`src/rtl/temp_poll_pkg.sv`:
```
// Shared constants for the temperature-sensor poll sequencer: FSM encoding,
// default sensor addressing and small arithmetic helpers.
package temp_poll_pkg;

  localparam logic [1:0] ST_IDLE      = 2'd0;
  localparam logic [1:0] ST_CFG_WAIT  = 2'd1;
  localparam logic [1:0] ST_TICK_WAIT = 2'd2;
  localparam logic [1:0] ST_RD_WAIT   = 2'd3;

  localparam logic [6:0] DEF_SLAVE_ADDR = 7'h48;
  localparam logic [7:0] DEF_CFG_REG    = 8'h03;
  localparam logic [7:0] DEF_CFG_VALUE  = 8'h00;
  localparam logic [7:0] DEF_TEMP_REG   = 8'h00;

  // History slots behind the incoming sample in the 4-sample averaging window.
  localparam int HIST_DEPTH = 3;

  function automatic int cnt_width(input int limit);
    return (limit <= 2) ? 1 : $clog2(limit);
  endfunction

  // Truncating mean of four bytes through a 10-bit sum.
  function automatic logic [7:0] mean4(input logic [7:0] a, input logic [7:0] b,
                                       input logic [7:0] c, input logic [7:0] d);
    logic [9:0] sum;
    sum = {2'b00, a} + {2'b00, b} + {2'b00, c} + {2'b00, d};
    return 8'(sum >> 2);
  endfunction

endpackage

```
`src/rtl/temp_poll_ctrl_timer.sv`:
```
// poll_timer: clear/enable up-counter that saturates at LIMIT-1 and flags
// the terminal count, so tc is high during the LIMIT-th enabled cycle.
module poll_timer
  import temp_poll_pkg::*;
#(
  parameter int LIMIT = 2
) (
  input  logic clk,
  input  logic rst_n,
  input  logic clear,
  input  logic en,
  output logic tc
);

  localparam int W = cnt_width(LIMIT);
  localparam logic [W-1:0] LAST = W'(LIMIT - 1);

  logic [W-1:0] count;

  always_ff @(posedge clk or negedge rst_n) begin
    if (!rst_n) begin
      count <= '0;
    end else if (clear) begin
      count <= '0;
    end else if (en && (count != LAST)) begin
      count <= count + 1'b1;
    end
  end

  assign tc = (count == LAST);

endmodule

```
`src/rtl/temp_poll_ctrl.sv`:
```
// temp_poll_ctrl: writes the sensor config once, then polls the temperature
// register through i2c_dri with a hung-transaction timeout. Optional TEMP_AVG_EN
// turns temp_out into a 4-sample running mean.
module temp_poll_ctrl
  import temp_poll_pkg::*;
#(
  parameter int         POLL_CYCLES    = 100_000_000,
  parameter int         TIMEOUT_CYCLES = 1_000_000,
  parameter logic [6:0] SLAVE_ADDR     = DEF_SLAVE_ADDR,
  parameter logic [7:0] CFG_REG        = DEF_CFG_REG,
  parameter logic [7:0] CFG_VALUE      = DEF_CFG_VALUE,
  parameter logic [7:0] TEMP_REG       = DEF_TEMP_REG
) (
  input  logic       clk,
  input  logic       rst_n,
  input  logic       enable,
  input  logic       err_clr,
  output logic       i2c_exec,
  output logic       i2c_rd_wr_n,
  output logic [6:0] i2c_slave_addr,
  output logic [7:0] i2c_reg_addr,
  output logic [7:0] i2c_w_data,
  input  logic       i2c_done,
  input  logic [7:0] i2c_r_data,
  output logic [7:0] temp_out,
  output logic       temp_valid,
  output logic       timeout_err,
  output logic       busy
);

  logic [1:0] state;
  logic [1:0] state_next;
  logic       cfg_done;
  logic       in_txn;
  logic       next_in_txn;
  logic       poll_tc;
  logic       wait_tc;
  logic       rd_ok;
  logic       timeout_hit;

  assign in_txn      = (state == ST_CFG_WAIT) || (state == ST_RD_WAIT);
  assign next_in_txn = (state_next == ST_CFG_WAIT) || (state_next == ST_RD_WAIT);
  assign rd_ok       = (state == ST_RD_WAIT) && i2c_done;
  // A done arriving in the expiry cycle wins over the timeout.
  assign timeout_hit = in_txn && wait_tc && !i2c_done;

  assign i2c_slave_addr = SLAVE_ADDR;
  assign i2c_w_data     = CFG_VALUE;

  // Poll interval: held (not cleared) while parked in IDLE.
  poll_timer #(.LIMIT(POLL_CYCLES)) u_poll_timer (
    .clk   (clk),
    .rst_n (rst_n),
    .clear (in_txn),
    .en    (state == ST_TICK_WAIT),
    .tc    (poll_tc)
  );

  poll_timer #(.LIMIT(TIMEOUT_CYCLES)) u_wait_timer (
    .clk   (clk),
    .rst_n (rst_n),
    .clear (!in_txn),
    .en    (in_txn),
    .tc    (wait_tc)
  );

  always_comb begin
    state_next = state;
    case (state)
      ST_IDLE: begin
        if (enable) state_next = cfg_done ? ST_TICK_WAIT : ST_CFG_WAIT;
      end
      ST_CFG_WAIT, ST_RD_WAIT: begin
        if (i2c_done || wait_tc) state_next = ST_TICK_WAIT;
      end
      ST_TICK_WAIT: begin
        if (!enable)      state_next = ST_IDLE;
        else if (poll_tc) state_next = cfg_done ? ST_RD_WAIT : ST_CFG_WAIT;
      end
      default: state_next = ST_IDLE;
    endcase
  end

  always_ff @(posedge clk or negedge rst_n) begin
    if (!rst_n) begin
      state        <= ST_IDLE;
      cfg_done     <= 1'b0;
      i2c_exec     <= 1'b0;
      busy         <= 1'b0;
      i2c_rd_wr_n  <= 1'b1;
      i2c_reg_addr <= CFG_REG;
      timeout_err  <= 1'b0;
      temp_valid   <= 1'b0;
    end else begin
      state      <= state_next;
      i2c_exec   <= next_in_txn;
      busy       <= next_in_txn;
      temp_valid <= rd_ok;
      if ((state_next == ST_CFG_WAIT) && (state != ST_CFG_WAIT)) begin
        i2c_rd_wr_n  <= 1'b0;
        i2c_reg_addr <= CFG_REG;
      end else if ((state_next == ST_RD_WAIT) && (state != ST_RD_WAIT)) begin
        i2c_rd_wr_n  <= 1'b1;
        i2c_reg_addr <= TEMP_REG;
      end
      if ((state == ST_CFG_WAIT) && i2c_done) cfg_done <= 1'b1;
      if (timeout_hit)  timeout_err <= 1'b1;
      else if (err_clr) timeout_err <= 1'b0;
    end
  end

`ifdef TEMP_AVG_EN
  logic [7:0] hist [HIST_DEPTH];
  logic       primed;

  // hist[0] is the newest stored sample; the first good read fills every slot.
  always_ff @(posedge clk or negedge rst_n) begin
    if (!rst_n) begin
      primed   <= 1'b0;
      temp_out <= 8'h00;
      for (int i = 0; i < HIST_DEPTH; i++) hist[i] <= 8'h00;
    end else if (rd_ok) begin
      primed <= 1'b1;
      if (!primed) begin
        temp_out <= i2c_r_data;
        for (int i = 0; i < HIST_DEPTH; i++) hist[i] <= i2c_r_data;
      end else begin
        temp_out <= mean4(i2c_r_data, hist[0], hist[1], hist[2]);
        hist[0]  <= i2c_r_data;
        for (int i = 1; i < HIST_DEPTH; i++) hist[i] <= hist[i-1];
      end
    end
  end
`else
  always_ff @(posedge clk or negedge rst_n) begin
    if (!rst_n) begin
      temp_out <= 8'h00;
    end else if (rd_ok) begin
      temp_out <= i2c_r_data;
    end
  end
`endif

endmodule
```
`config.mk`:
```
export PLATFORM = sky130hd
export DESIGN_NAME = temp_poll_ctrl
export DESIGN_NICKNAME = d
export VERILOG_FILES = /design/src/rtl/temp_poll_pkg.sv /design/src/rtl/temp_poll_ctrl_timer.sv /design/src/rtl/temp_poll_ctrl.sv
export SDC_FILE = /design/constraint.sdc
export NUM_CORES = 1
export LEC_CHECK = 0
export CORE_MARGIN = 5
export CORE_UTILIZATION = 54
export DETAILED_ROUTE_END_ITERATION = 12
export PLACE_DENSITY = 0.8
export SLEW_MARGIN = 10
export SYNTH_ARGS = -nofsm -noshare
export SYNTH_HDL_FRONTEND = slang
export SYNTH_SLANG_ARGS = --single-unit
export TNS_END_PERCENT = 5
```
`constraint.sdc`:
```
create_clock -name clk -period 3.1 [get_ports clk]
set_clock_uncertainty 0.2 [all_clocks]
set_input_delay 0.93 -clock clk [delete_from_list [all_inputs] [get_ports clk]]
set_output_delay 0.93 -clock clk [all_outputs]
set_load 0.01 [all_outputs]
```
Word level (Yosys, flattened, before mapping) --
Index checks and enable logic that the tools add are counted.
Cells by class: add/subtract/negate cells 2, equality and inequality tests 12, multiplexer cells 17, reduce and logical (&&, ||, !) cells 17
Operators with widths (count):
- $mux W27 | 2
- $mux W20 | 2
- $add A27 B1 Y27 const B | 1
- $eq A27 B27 Y1 const B | 1
- $ne A27 B27 Y1 const B | 1
- $add A20 B1 Y20 const B | 1
- $eq A20 B20 Y1 const B | 1
- $ne A20 B20 Y1 const B | 1
- $mux W8 | 2
- $mux W2 | 6
- $logic_and A1 B1 Y1 | 8
- $eq A2 B2 Y1 const B | 3
- $pmux W2 S3 | 1
- $reduce_bool A2 Y1 | 3
- $eq A2 B1 Y1 const B | 2
- $mux W1 | 4
- $ne A2 B1 Y1 const B | 2
- $logic_or A1 B1 Y1 | 3
- $logic_not A2 Y1 | 1
- $ne A2 B2 Y1 const B | 1
- $reduce_or A2 Y1 | 1
- $logic_not A1 Y1 | 1
Storage, ports and cells: register bits after elaboration 70, bits of input ports 13, output and inout port bits 36, logic and storage cells 58

Depth between registers and ports, before layout --
Gate-level depths: netlist (run 1).
depth after elaboration 8, mapped depth 8, gate-level depth less buffers 7

Modules after synthesis --
A second synthesis (run 1) with hierarchy kept.
Unflattened totals: cells, all modules 356, area, all modules 3495.9 µm²
By module, submodules not included:
- poll_timer at u_poll_timer | times used 1, cells each 162, area an instance 1490.2 µm², sequential area each 675.6 µm²
- poll_timer at u_wait_timer | times used 1, cells each 114, area an instance 1149.9 µm², sequential area each 500.5 µm²
- temp_poll_ctrl | times used 1, cells each 80, area an instance 855.8 µm², sequential area each 402.9 µm²

Worst setup path after synthesis (run 1) --
No wires, ideal clock.
path kind flip-flop to flip-flop, start reg u_poll_timer.count[19], end reg i2c_reg_addr[0], library setup time 63 ps, arrival 2250 ps, data required time 2837 ps, slack 587 ps, stages on the path, launching flop included 7, path buffers 0, clock period less this slack 2513 ps, cells stage by stage dfrtp_1 > or4b_4 > nor4_4 > a21oi_2 > a221o_1 > nor2b_1 > o221a_1
On the way: cells in the longest elaborated chain, start to end 7, elaborated cells on any way between the ends 10, classes of those cells eq/ne (3); mux (4); reduce/logical (3)
RTL lines:
- from (decl) | RTL line temp_poll_ctrl_timer.sv:18 | logic [W-1:0] count;
- from (signal assigned) | RTL line temp_poll_ctrl_timer.sv:26 | count <= count + 1'b1;
- $eq A27 B27 Y1 (*) | RTL line temp_poll_ctrl_timer.sv:30 | assign tc = (count == LAST);
- $mux W2 (*) | RTL line temp_poll_ctrl.sv:78 | else if (poll_tc) state_next = cfg_done ? ST_RD_WAIT : ST_CFG_WAIT;
- $mux W2 (*) | RTL line temp_poll_ctrl.sv:77 | if (!enable) state_next = ST_IDLE;
- $pmux W2 S3 (*) | RTL line temp_poll_ctrl.sv:69 | case (state)
- net state_next[1] | RTL line temp_poll_ctrl.sv:32 | logic [1:0] state_next;
- $eq A2 B1 Y1 / $eq A2 B2 Y1 (equally long branches) | RTL line temp_poll_ctrl.sv:99, temp_poll_ctrl.sv:102
- $logic_and A1 B1 Y1, on equally long branches | RTL line temp_poll_ctrl.sv:99, temp_poll_ctrl.sv:102
- $mux W8 / $reduce_bool A2 Y1 (equally long branches)
- to (signal assigned) | RTL line temp_poll_ctrl.sv:91 | i2c_reg_addr <= CFG_REG;
- to (signal assigned) | RTL line temp_poll_ctrl.sv:101 | i2c_reg_addr <= CFG_REG;
- to (signal assigned) | RTL line temp_poll_ctrl.sv:104 | i2c_reg_addr <= TEMP_REG;
- to (decl) | RTL line temp_poll_ctrl.sv:21 | output logic [7:0] i2c_reg_addr,
Mark *: on every way through the listed nets, which the timed path passes. The rest lies on a longest branch. A chain may end at the register's enable or synchronous reset.

Final worst setup path (run 1) --
Ends and elaborated chain as after synthesis.

==> results of run 1 <==
critical path: stages, from the launching register on:
cell and delay [ps]:
sky130_fd_sc_hd__dfrtp_1 450, sky130_fd_sc_hd__or4b_4 570, sky130_fd_sc_hd__nor4_4 500, sky130_fd_sc_hd__a21oi_2 180, sky130_fd_sc_hd__a221o_1 390, sky130_fd_sc_hd__nor2b_1 180, sky130_fd_sc_hd__o221a_1 200
routing by layer:
layer	routed length (um)	global-route usage, %	share of wire [%]	up-vias
li1	-	-	-	1101
met1	2730	21.9	47	1106
met2	2610	25.6	45	61
met3	347	3.86	6.0	11
met4	121	9.21	2.1	0
met5	0	0	0	-
cells in the mapped netlist, types with 2 or more instances:
cell type,count,share of area [%]
sky130_fd_sc_hd__o21ai_0,6,0.92
sky130_fd_sc_hd__nand3b_1,2,0.46
sky130_fd_sc_hd__a21boi_0,4,0.92
sky130_fd_sc_hd__xnor2_1,13,3.5
sky130_fd_sc_hd__nand2_1,17,2.0
sky130_fd_sc_hd__a211oi_1,2,0.46
sky130_fd_sc_hd__nor3_1,4,0.62
sky130_fd_sc_hd__mux2_2,8,2.8
sky130_fd_sc_hd__dfstp_2,2,1.6
sky130_fd_sc_hd__dfrtp_1,61,47
sky130_fd_sc_hd__or4_1,2,0.46
sky130_fd_sc_hd__or3_1,5,0.96
sky130_fd_sc_hd__nand3_1,17,2.6
sky130_fd_sc_hd__nand4b_1,2,0.54
sky130_fd_sc_hd__and3_1,8,1.5
sky130_fd_sc_hd__conb_1,2,0.23
sky130_fd_sc_hd__a21oi_1,5,0.77
sky130_fd_sc_hd__nand4_1,11,2.1
sky130_fd_sc_hd__buf_4,23,5.3
sky130_fd_sc_hd__inv_1,8,0.92
sky130_fd_sc_hd__xor2_1,26,7.0
sky130_fd_sc_hd__and2_1,15,2.9
sky130_fd_sc_hd__mux2i_1,2,0.62
sky130_fd_sc_hd__ha_1,2,0.77
sky130_fd_sc_hd__nor2b_1,5,0.96
sky130_fd_sc_hd__nor3b_1,2,0.46
sky130_fd_sc_hd__clkbuf_1,9,1.0
sky130_fd_sc_hd__and4_1,2,0.54
sky130_fd_sc_hd__nor2_1,31,3.6
sky130_fd_sc_hd__o211ai_1,2,0.46
through the flow:
stage	hold slack, ps	setup WS [ps]	area (um2)	total power, mW	util (%)
after floorplan	266	587	3320	1.34	-
after global placement	285	481	3500	1.53	59.4
after detailed placement	291	403	3500	1.54	59.4
after CTS	306	394	3660	2.15	62.2
after global routing	331	237	3660	2.25	62.2
final	307	382	3660	2.12	62.2
registers in the layout, indices dropped and copies added, names as in the netlist:
register	count
temp_out	8
u_poll_timer.count	27
i2c_reg_addr	1
timeout_err	1
i2c_rd_wr_n	1
u_wait_timer.count	20
temp_valid	1
cfg_done	1
busy	1
state	2
cell type report:
type	instances	share of cell area, %
clock buffer	11	3.86
multi-input combinational	233	40.9
sequential	63	43.1
clock inverter	4	0.615
timing repair buffer	31	8.07
inverter	8	0.821
tap	75	2.56
worst paths after layout:
check | from | endpoint | slack, ps | cells past startpoint
max | u_poll_timer.count[19] | i2c_reg_addr[0] | 380 | 6
min | cfg_done | cfg_done | 310 | 1
max reg2reg | u_poll_timer.count[19] | i2c_reg_addr[0] | 380 | 6
min reg2reg | cfg_done | cfg_done | 310 | 1
max in group asynchronous | rst_n | u_poll_timer.count[5] | 1610 | 2
min in group asynchronous | rst_n | u_wait_timer.count[0] | 550 | 2
cells by family (layout without fill, tap and decap cells):
logic type	count (synthesis)	after routing	synth area share, %
and+or+nand+nor	132	132	22.6
DFF	63	63	48.6
buffers and inverters	41	54	7.44
xor gates and xnor gates	39	39	10.5
AOI/OAI and AO/OA	29	29	6.44
muxes	10	10	3.39
adders and majority gates	2	2	0.771
other	2	21	0.231
where the power goes:
group / switching, mW / leakage, nW / internal [mW]
combinational: 0.226 / 0.712 / 0.264
sequential: 0.0939 / 0.846 / 0.940
clock: 0.294 / 0.0850 / 0.303
total: 0.615 / 1.64 / 1.51
==> impl_table.tex, run 1 <==
\begin{tabular}{lr}
\hline
Metric & Value \\
\hline
\multicolumn{2}{l}{\textbf{Run status}} \\
\quad Run status & completed \\
\multicolumn{2}{l}{\textbf{Routing}} \\
\quad Detailed-router iteration count before antenna repair & 4 \\
\quad Detailed router's first-iteration violation count & 118 \\
\quad Drt wl/cell & 13.7 um \\
\quad Residual DRC & 0 \\
\quad Post-detailed-route count of antenna-violating nets & 0 \\
\quad Detail-routed via count per cell & 5.36 \\
\quad Via count & 2279 \\
\quad Total routed wirelength & 5.81 mm \\
\multicolumn{2}{l}{\textbf{Logic synthesis}} \\
\quad Gate count after technology mapping & 318 \\
\quad Yosys warnings & 0 \\
\quad Number of flops mapped to enable cells by yosys & 0 \\
\quad Post-synth design cell area & 0.00325 mm2 \\
\quad Average cell area after synthesis & 10.2 um2 \\
\quad Most instantiated flip-flop cell in the synthesis netlist & sky130\_fd\_sc\_hd\_\_dfrtp\_1 \\
\quad Count of state elements after synthesis & 63 \\
\quad Sequential area share after synthesis & 48.6\% \\
\quad FFs w/ async S/R, synth & 100\% \\
\quad Count of unique library cells instantiated by Yosys & 50 \\
\multicolumn{2}{l}{\textbf{CTS}} \\
\quad Deepest level of the CTS H-tree & 3 \\
\quad CTS Hold Buffers Added & 0 \\
\quad Total clock buffers created by CTS & 9 \\
\quad Clk\_lat worst skew & 330 ps \\
\quad Buffer type at the clock tree root & sky130\_fd\_sc\_hd\_\_clkbuf\_8 \\
\quad Clock slew at the register clock pins of the worst setup and hold paths & 70 ps \\
\quad CTS tree & built \\
\quad Num Clock Sinks & 63 \\
\quad Cells resized by post-CTS repair & 0 \\
\quad CTS max path bufs & 2 \\
\quad Setup Fix Bufs, Post-CTS & 0 \\
\multicolumn{2}{l}{\textbf{Setup path}} \\
\quad Arrival time of data at the critical path endpoint & 2790 ps \\
\quad Kind of start point of the critical path & register \\
\quad Setup Crit Path Kind & reg -> reg \\
\quad Largest driver fanout on the critical path & 7 \\
\quad Crit path required time & 3170 ps \\
\quad Type of element capturing the critical path & register \\
\multicolumn{2}{l}{\textbf{Place}} \\
\quad Post-placement cell count & 410 \\
\quad Routability congestion estimate & 0.742 \\
\quad HPWL after DPL & 3.99 mm \\
\quad Port Buffer Count & 27 \\
\multicolumn{2}{l}{\textbf{Worst hold path}} \\
\quad Worst hold path type & reg -> reg \\
\multicolumn{2}{l}{\textbf{STA}} \\
\quad Max-slew violation count & 0 \\
\quad Transition time of the tightest slew-check pin & 794 ps \\
\quad Final clock period utilization by the worst path & 87.7\% \\
\quad Total Neg Setup Slack & 0 ps \\
\quad Number of hold violations in the final report & 0 \\
\quad RSZ-0062 raised after global routing & false \\
\quad Number of endpoints failing setup at the final stage & 0 \\
\quad Final critical delay including setup and external delays & 2720 ps \\
\quad Peak clock frequency supported by timing & 0.368 GHz \\
\quad Max\_slew headroom & 47.1\% \\
\multicolumn{2}{l}{\textbf{Floorplanning}} \\
\quad Count of pins on the block boundary & 49 \\
\quad Die area & 0.00766 mm2 \\
\quad Vertical extent of the die & 87.5 um \\
\quad Core ar. & 0.00589 mm2 \\
\quad Starting density of the core & 55.2\% \\
\quad Die Wd & 87.5 um \\
\quad Number of rows created at floorplan & 28 \\
\multicolumn{2}{l}{\textbf{Finish}} \\
\quad Number of antenna cells inserted & 0 \\
\quad Post-route insts no fill & 425 \\
\quad Ratio of cells with drive above 1 in the final layout & 10.6\% \\
\quad Area of the multi-input gates & 0.00150 mm2 \\
\quad Most common library cell in the layout ignoring fill and taps & sky130\_fd\_sc\_hd\_\_dfrtp\_1 \\
\quad Total number of nets in the final design & 361 \\
\quad Layout overhead on the synthesized area & 12.7\% \\
\quad Filler instances & 500 \\
\quad Leading cell types in the layout, fill and taps excluded & 61 x sky130\_fd\_sc\_hd\_\_dfrtp\_1, 31 x sky130\_fd\_sc\_hd\_\_nor2\_1, 26 x sky130\_fd\_sc\_hd\_\_xor2\_1, 26 x sky130\_fd\_sc\_hd\_\_clkdlybuf4s50\_1, 21 x sky130\_fd\_sc\_hd\_\_conb\_1 \\
\quad Sequential cell area & 0.00158 mm2 \\
\multicolumn{2}{l}{\textbf{Global routing}} \\
\quad First-pass GRT wire length & 10.1 mm \\
\quad Number of global-route vias before repair & 2251 \\
\quad Largest net degree at the start of global routing & 64 \\
\quad Sum of overflow across all layers after global routing & 0 \\
\quad Total routing usage reported by global routing & 16.7\% \\
\quad Antenna violations before repair & 0 \\
\multicolumn{2}{l}{\textbf{Power}} \\
\quad Maximum vdd ir drop & 323 uV \\
\quad Static leakage & 1.64 nW \\
\quad Ratio of total power to cell area & 580 mW/mm2 \\
\multicolumn{2}{l}{\textbf{Flow run}} \\
\quad Number of max-cap violations & 0 \\
\hline
\end{tabular}
Power figures use the tool's default switching activity.
==> inputs of run 2 (changes only) <==
CORE_UTILIZATION = 45   (was 54)
PLACE_DENSITY = 0.64   (was 0.8)
==> run 2 against run 1 <==
Effect of this change:
- sequential share of layout area fell by 1.6 points
- register-to-register slack barely moved
- fmax rose by 0.15%
- final area rose by 3.8%
- hold slack improved by 0.50 ps
- clock-buffer cell count fell by 1
- clock power rose by 46%
- flip-flop and latch count did not move
- total power rose by 13%
- worst setup slack improved by 4.0 ps
- non-clock buffer count rose by 1
- critical path depth did not move
- critical endpoint unchanged
- largest cell class unchanged
==> impl_table.tex, run 2 (synthesis results as in run 1) <==
\begin{tabular}{lr}
\hline
Metric & Value \\
\hline
\multicolumn{2}{l}{\textbf{STA}} \\
\quad Max-slew violation count & 0 (unchanged) \\
\quad Final worst setup slack & 386 ps (+3.98 ps) \\
\quad Number of endpoints failing setup at the final stage & 0 (unchanged) \\
\quad Final clock period utilization by the worst path & 87.5\% (-0.13 points) \\
\quad RSZ-0062 raised after global routing & false \\
\quad Transition time of the tightest slew-check pin & 735 ps (-59.2 ps) \\
\quad Number of hold violations in the final report & 0 (unchanged) \\
\quad Final critical delay including setup and external delays & 2710 ps (-3.98 ps) \\
\quad Final-layout worst hold slack & 307 ps (+0.502 ps) \\
\quad Total Neg Setup Slack & 0 ps (unchanged) \\
\quad Max\_slew headroom & 50.7\% (+3.7 points) \\
\quad Peak clock frequency supported by timing & 0.368 GHz (+0.15\%) \\
\multicolumn{2}{l}{\textbf{Power}} \\
\quad Internal Pwr Total & 1.76 mW (+17\%) \\
\quad Maximum vdd ir drop & 335 uV (+3.7\%) \\
\quad Net load switching power & 0.641 mW (+4.2\%) \\
\quad Combinational fraction of design power & 20.6\% (-2.5 points) \\
\quad Reg power frac & 43.0\% (-5.7 points) \\
\quad Proportion of total power due to net switching & 26.7\% (-2.3 points) \\
\quad Total chip power & 2.40 mW (+13\%) \\
\quad Ratio of total power to cell area & 633 mW/mm2 (+9.1\%) \\
\quad Static leakage & 1.69 nW (+2.9\%) \\
\quad Clock share of power & 36.3\% (+8.1 points) \\
\multicolumn{2}{l}{\textbf{CTS}} \\
\quad Clock slew at the register clock pins of the worst setup and hold paths & 70 ps (about the same) \\
\quad CTS tree & built \\
\quad CTS max path bufs & 2 (unchanged) \\
\quad CTS Hold Buffers Added & 0 (unchanged) \\
\quad Num Clock Sinks & 63 (unchanged) \\
\quad Clk\_lat worst skew & 340 ps (about the same) \\
\quad Setup Fix Bufs, Post-CTS & 0 (unchanged) \\
\quad Buffer type at the clock tree root & sky130\_fd\_sc\_hd\_\_clkbuf\_8 \\
\quad Total clock buffers created by CTS & 9 (unchanged) \\
\quad Cells resized by post-CTS repair & 0 (unchanged) \\
\quad Deepest level of the CTS H-tree & 3 (unchanged) \\
\multicolumn{2}{l}{\textbf{Routing}} \\
\quad Detail-routed via count per cell & 4.99 (-7.0\%) \\
\quad Drt wl/cell & 13.4 um (-2.3\%) \\
\quad Residual DRC & 0 (unchanged) \\
\quad Detailed router's first-iteration violation count & 107 (-9.3\%) \\
\quad Detailed-router iteration count before antenna repair & 4 (unchanged) \\
\quad Post-detailed-route count of antenna-violating nets & 0 (unchanged) \\
\quad Total routed wirelength & 6.02 mm (+3.7\%) \\
\quad Via count & 2250 (-1.3\%) \\
\multicolumn{2}{l}{\textbf{Place}} \\
\quad HPWL after DPL & 4.23 mm (+5.9\%) \\
\quad Port Buffer Count & 27 (unchanged) \\
\quad Pre-CTS worst setup slack & 377 ps (-26.0 ps) \\
\quad Post-placement cell count & 435 (+6.1\%) \\
\quad Routability congestion estimate & 0.755 (+1.7\%) \\
\quad Post-placement cell area & 0.00355 mm2 (+1.6\%) \\
\multicolumn{2}{l}{\textbf{Global routing}} \\
\quad Sum of overflow across all layers after global routing & 0 (unchanged) \\
\quad Number of global-route vias before repair & 2327 (+3.4\%) \\
\quad First-pass GRT wire length & 10.5 mm (+4.6\%) \\
\quad Antenna violations before repair & 0 (unchanged) \\
\quad Total routing usage reported by global routing & 14.9\% (-1.8 points) \\
\quad Largest net degree at the start of global routing & 43 (-33\%) \\
\multicolumn{2}{l}{\textbf{Run status}} \\
\quad Run status & completed \\
\multicolumn{2}{l}{\textbf{Finish}} \\
\quad Biggest registers after layout & u\_poll\_timer.count: 27 flops, u\_wait\_timer.count: 20 flops, temp\_out: 8 flops \\
\quad Number of antenna cells inserted & 0 (unchanged) \\
\quad Area of the multi-input gates & 0.00150 mm2 (+0.42\%) \\
\quad Most common library cell in the layout ignoring fill and taps & sky130\_fd\_sc\_hd\_\_dfrtp\_1 \\
\quad Sequential cell area & 0.00158 mm2 (unchanged) \\
\quad Ratio of cells with drive above 1 in the final layout & 11.6\% (+1.1 points) \\
\quad Filler instances & 670 (+34\%) \\
\quad Post-route insts no fill & 451 (+6.1\%) \\
\quad Leading cell types in the layout, fill and taps excluded & 61 x sky130\_fd\_sc\_hd\_\_dfrtp\_1, 31 x sky130\_fd\_sc\_hd\_\_nor2\_1, 26 x sky130\_fd\_sc\_hd\_\_xor2\_1, 26 x sky130\_fd\_sc\_hd\_\_clkdlybuf4s50\_1, 21 x sky130\_fd\_sc\_hd\_\_conb\_1 \\
\quad Largest register by flop count & u\_poll\_timer.count \\
\quad Area of all placed cells without fillers & 0.00380 mm2 (+3.8\%) \\
\quad Number of flip-flops under the largest register name & 27 (unchanged) \\
\quad Share of the core filled with cells & 53.2\% (-9.0 points) \\
\quad Total number of nets in the final design & 362 (+0.28\%) \\
\quad Layout overhead on the synthesized area & 17.0\% \\
\multicolumn{2}{l}{\textbf{Floorplanning}} \\
\quad Vertical extent of the die & 94.9 um (+8.5\%) \\
\quad Die Wd & 94.9 um (+8.5\%) \\
\quad Die area & 0.00901 mm2 (+18\%) \\
\quad Starting density of the core & 45.5\% (-9.7 points) \\
\quad Core ar. & 0.00714 mm2 (+21\%) \\
\quad Number of rows created at floorplan & 31 (+11\%) \\
\quad Count of pins on the block boundary & 49 (unchanged) \\
\multicolumn{2}{l}{\textbf{Setup path}} \\
\quad Crit path required time & 3180 ps (about the same) \\
\quad Type of element capturing the critical path & register \\
\quad Setup Crit Path Kind & reg -> reg \\
\quad Kind of start point of the critical path & register \\
\quad Arrival time of data at the critical path endpoint & 2800 ps (about the same) \\
\quad Launching element of the worst setup path & u\_poll\_timer.count[19] \\
\quad R2r startpoint & u\_poll\_timer.count[19] \\
\quad Largest driver fanout on the critical path & 7 (unchanged) \\
\multicolumn{2}{l}{\textbf{Worst hold path}} \\
\quad Hold\_sp & temp\_out[3] \\
\quad Worst hold path type & reg -> reg \\
\multicolumn{2}{l}{\textbf{Flow run}} \\
\quad Number of max-cap violations & 0 (unchanged) \\
\hline
\end{tabular}
## run 2: routing by layer
layer / GRT usage [%] / share of wire (%) / wire length [um]
met1: 18.1 / 44 / 2620
met2: 25.4 / 51 / 3060
met3: 4.22 / 4.1 / 248
met4: 5.17 / 1.4 / 83
met5: 0 / 0 / 0
## run 2: path summary, 6_finish.rpt
check | end | slack (ps) | cells after the start
setup / recovery | i2c_reg_addr[0] | 390 | 6
hold / removal | temp_out[3] | 310 | 1
setup reg to reg | i2c_reg_addr[0] | 390 | 6
hold reg to reg | temp_out[3] | 310 | 1
max in group asynchronous | u_poll_timer.count[6] | 1750 | 2
min in group asynchronous | u_wait_timer.count[13] | 350 | 1
## run 2: power by group through the flow
stage	sequential, mW	combinational, mW	clock [mW]
floorplan	1.05	0.288	0
detailed placement	1.05	0.504	0
finish	1.03	0.496	0.872
global placement	1.04	0.497	0
CTS	1.03	0.505	0.897
global route	1.05	0.546	0.927
## run 2: layout make-up
| cell class | count | area share (%) |
|---|---|---|
| sequential | 63 | 41.6 |
| inverter | 8 | 0.791 |
| multi-input combinational | 233 | 39.6 |
| timing repair buffer | 32 | 8.30 |
| clock inverter | 6 | 2.83 |
| clock buffer | 10 | 3.62 |
| tap | 99 | 3.26 |
## run 2: critical path, stage by stage (launching register included)
cell	delay, ps
sky130_fd_sc_hd__dfrtp_1	430
sky130_fd_sc_hd__or4b_4	560
sky130_fd_sc_hd__nor4_4	490
sky130_fd_sc_hd__a21oi_2	190
sky130_fd_sc_hd__a221o_1	390
sky130_fd_sc_hd__nor2b_1	190
sky130_fd_sc_hd__o221a_1	210
==> inputs of run 3 (changes only) <==
ABC_CLOCK_PERIOD_IN_PS = 3100   (was not set)
==> results of run 3 <==
Same layout as run 2: the final DEF is identical, and so are final timing and power.
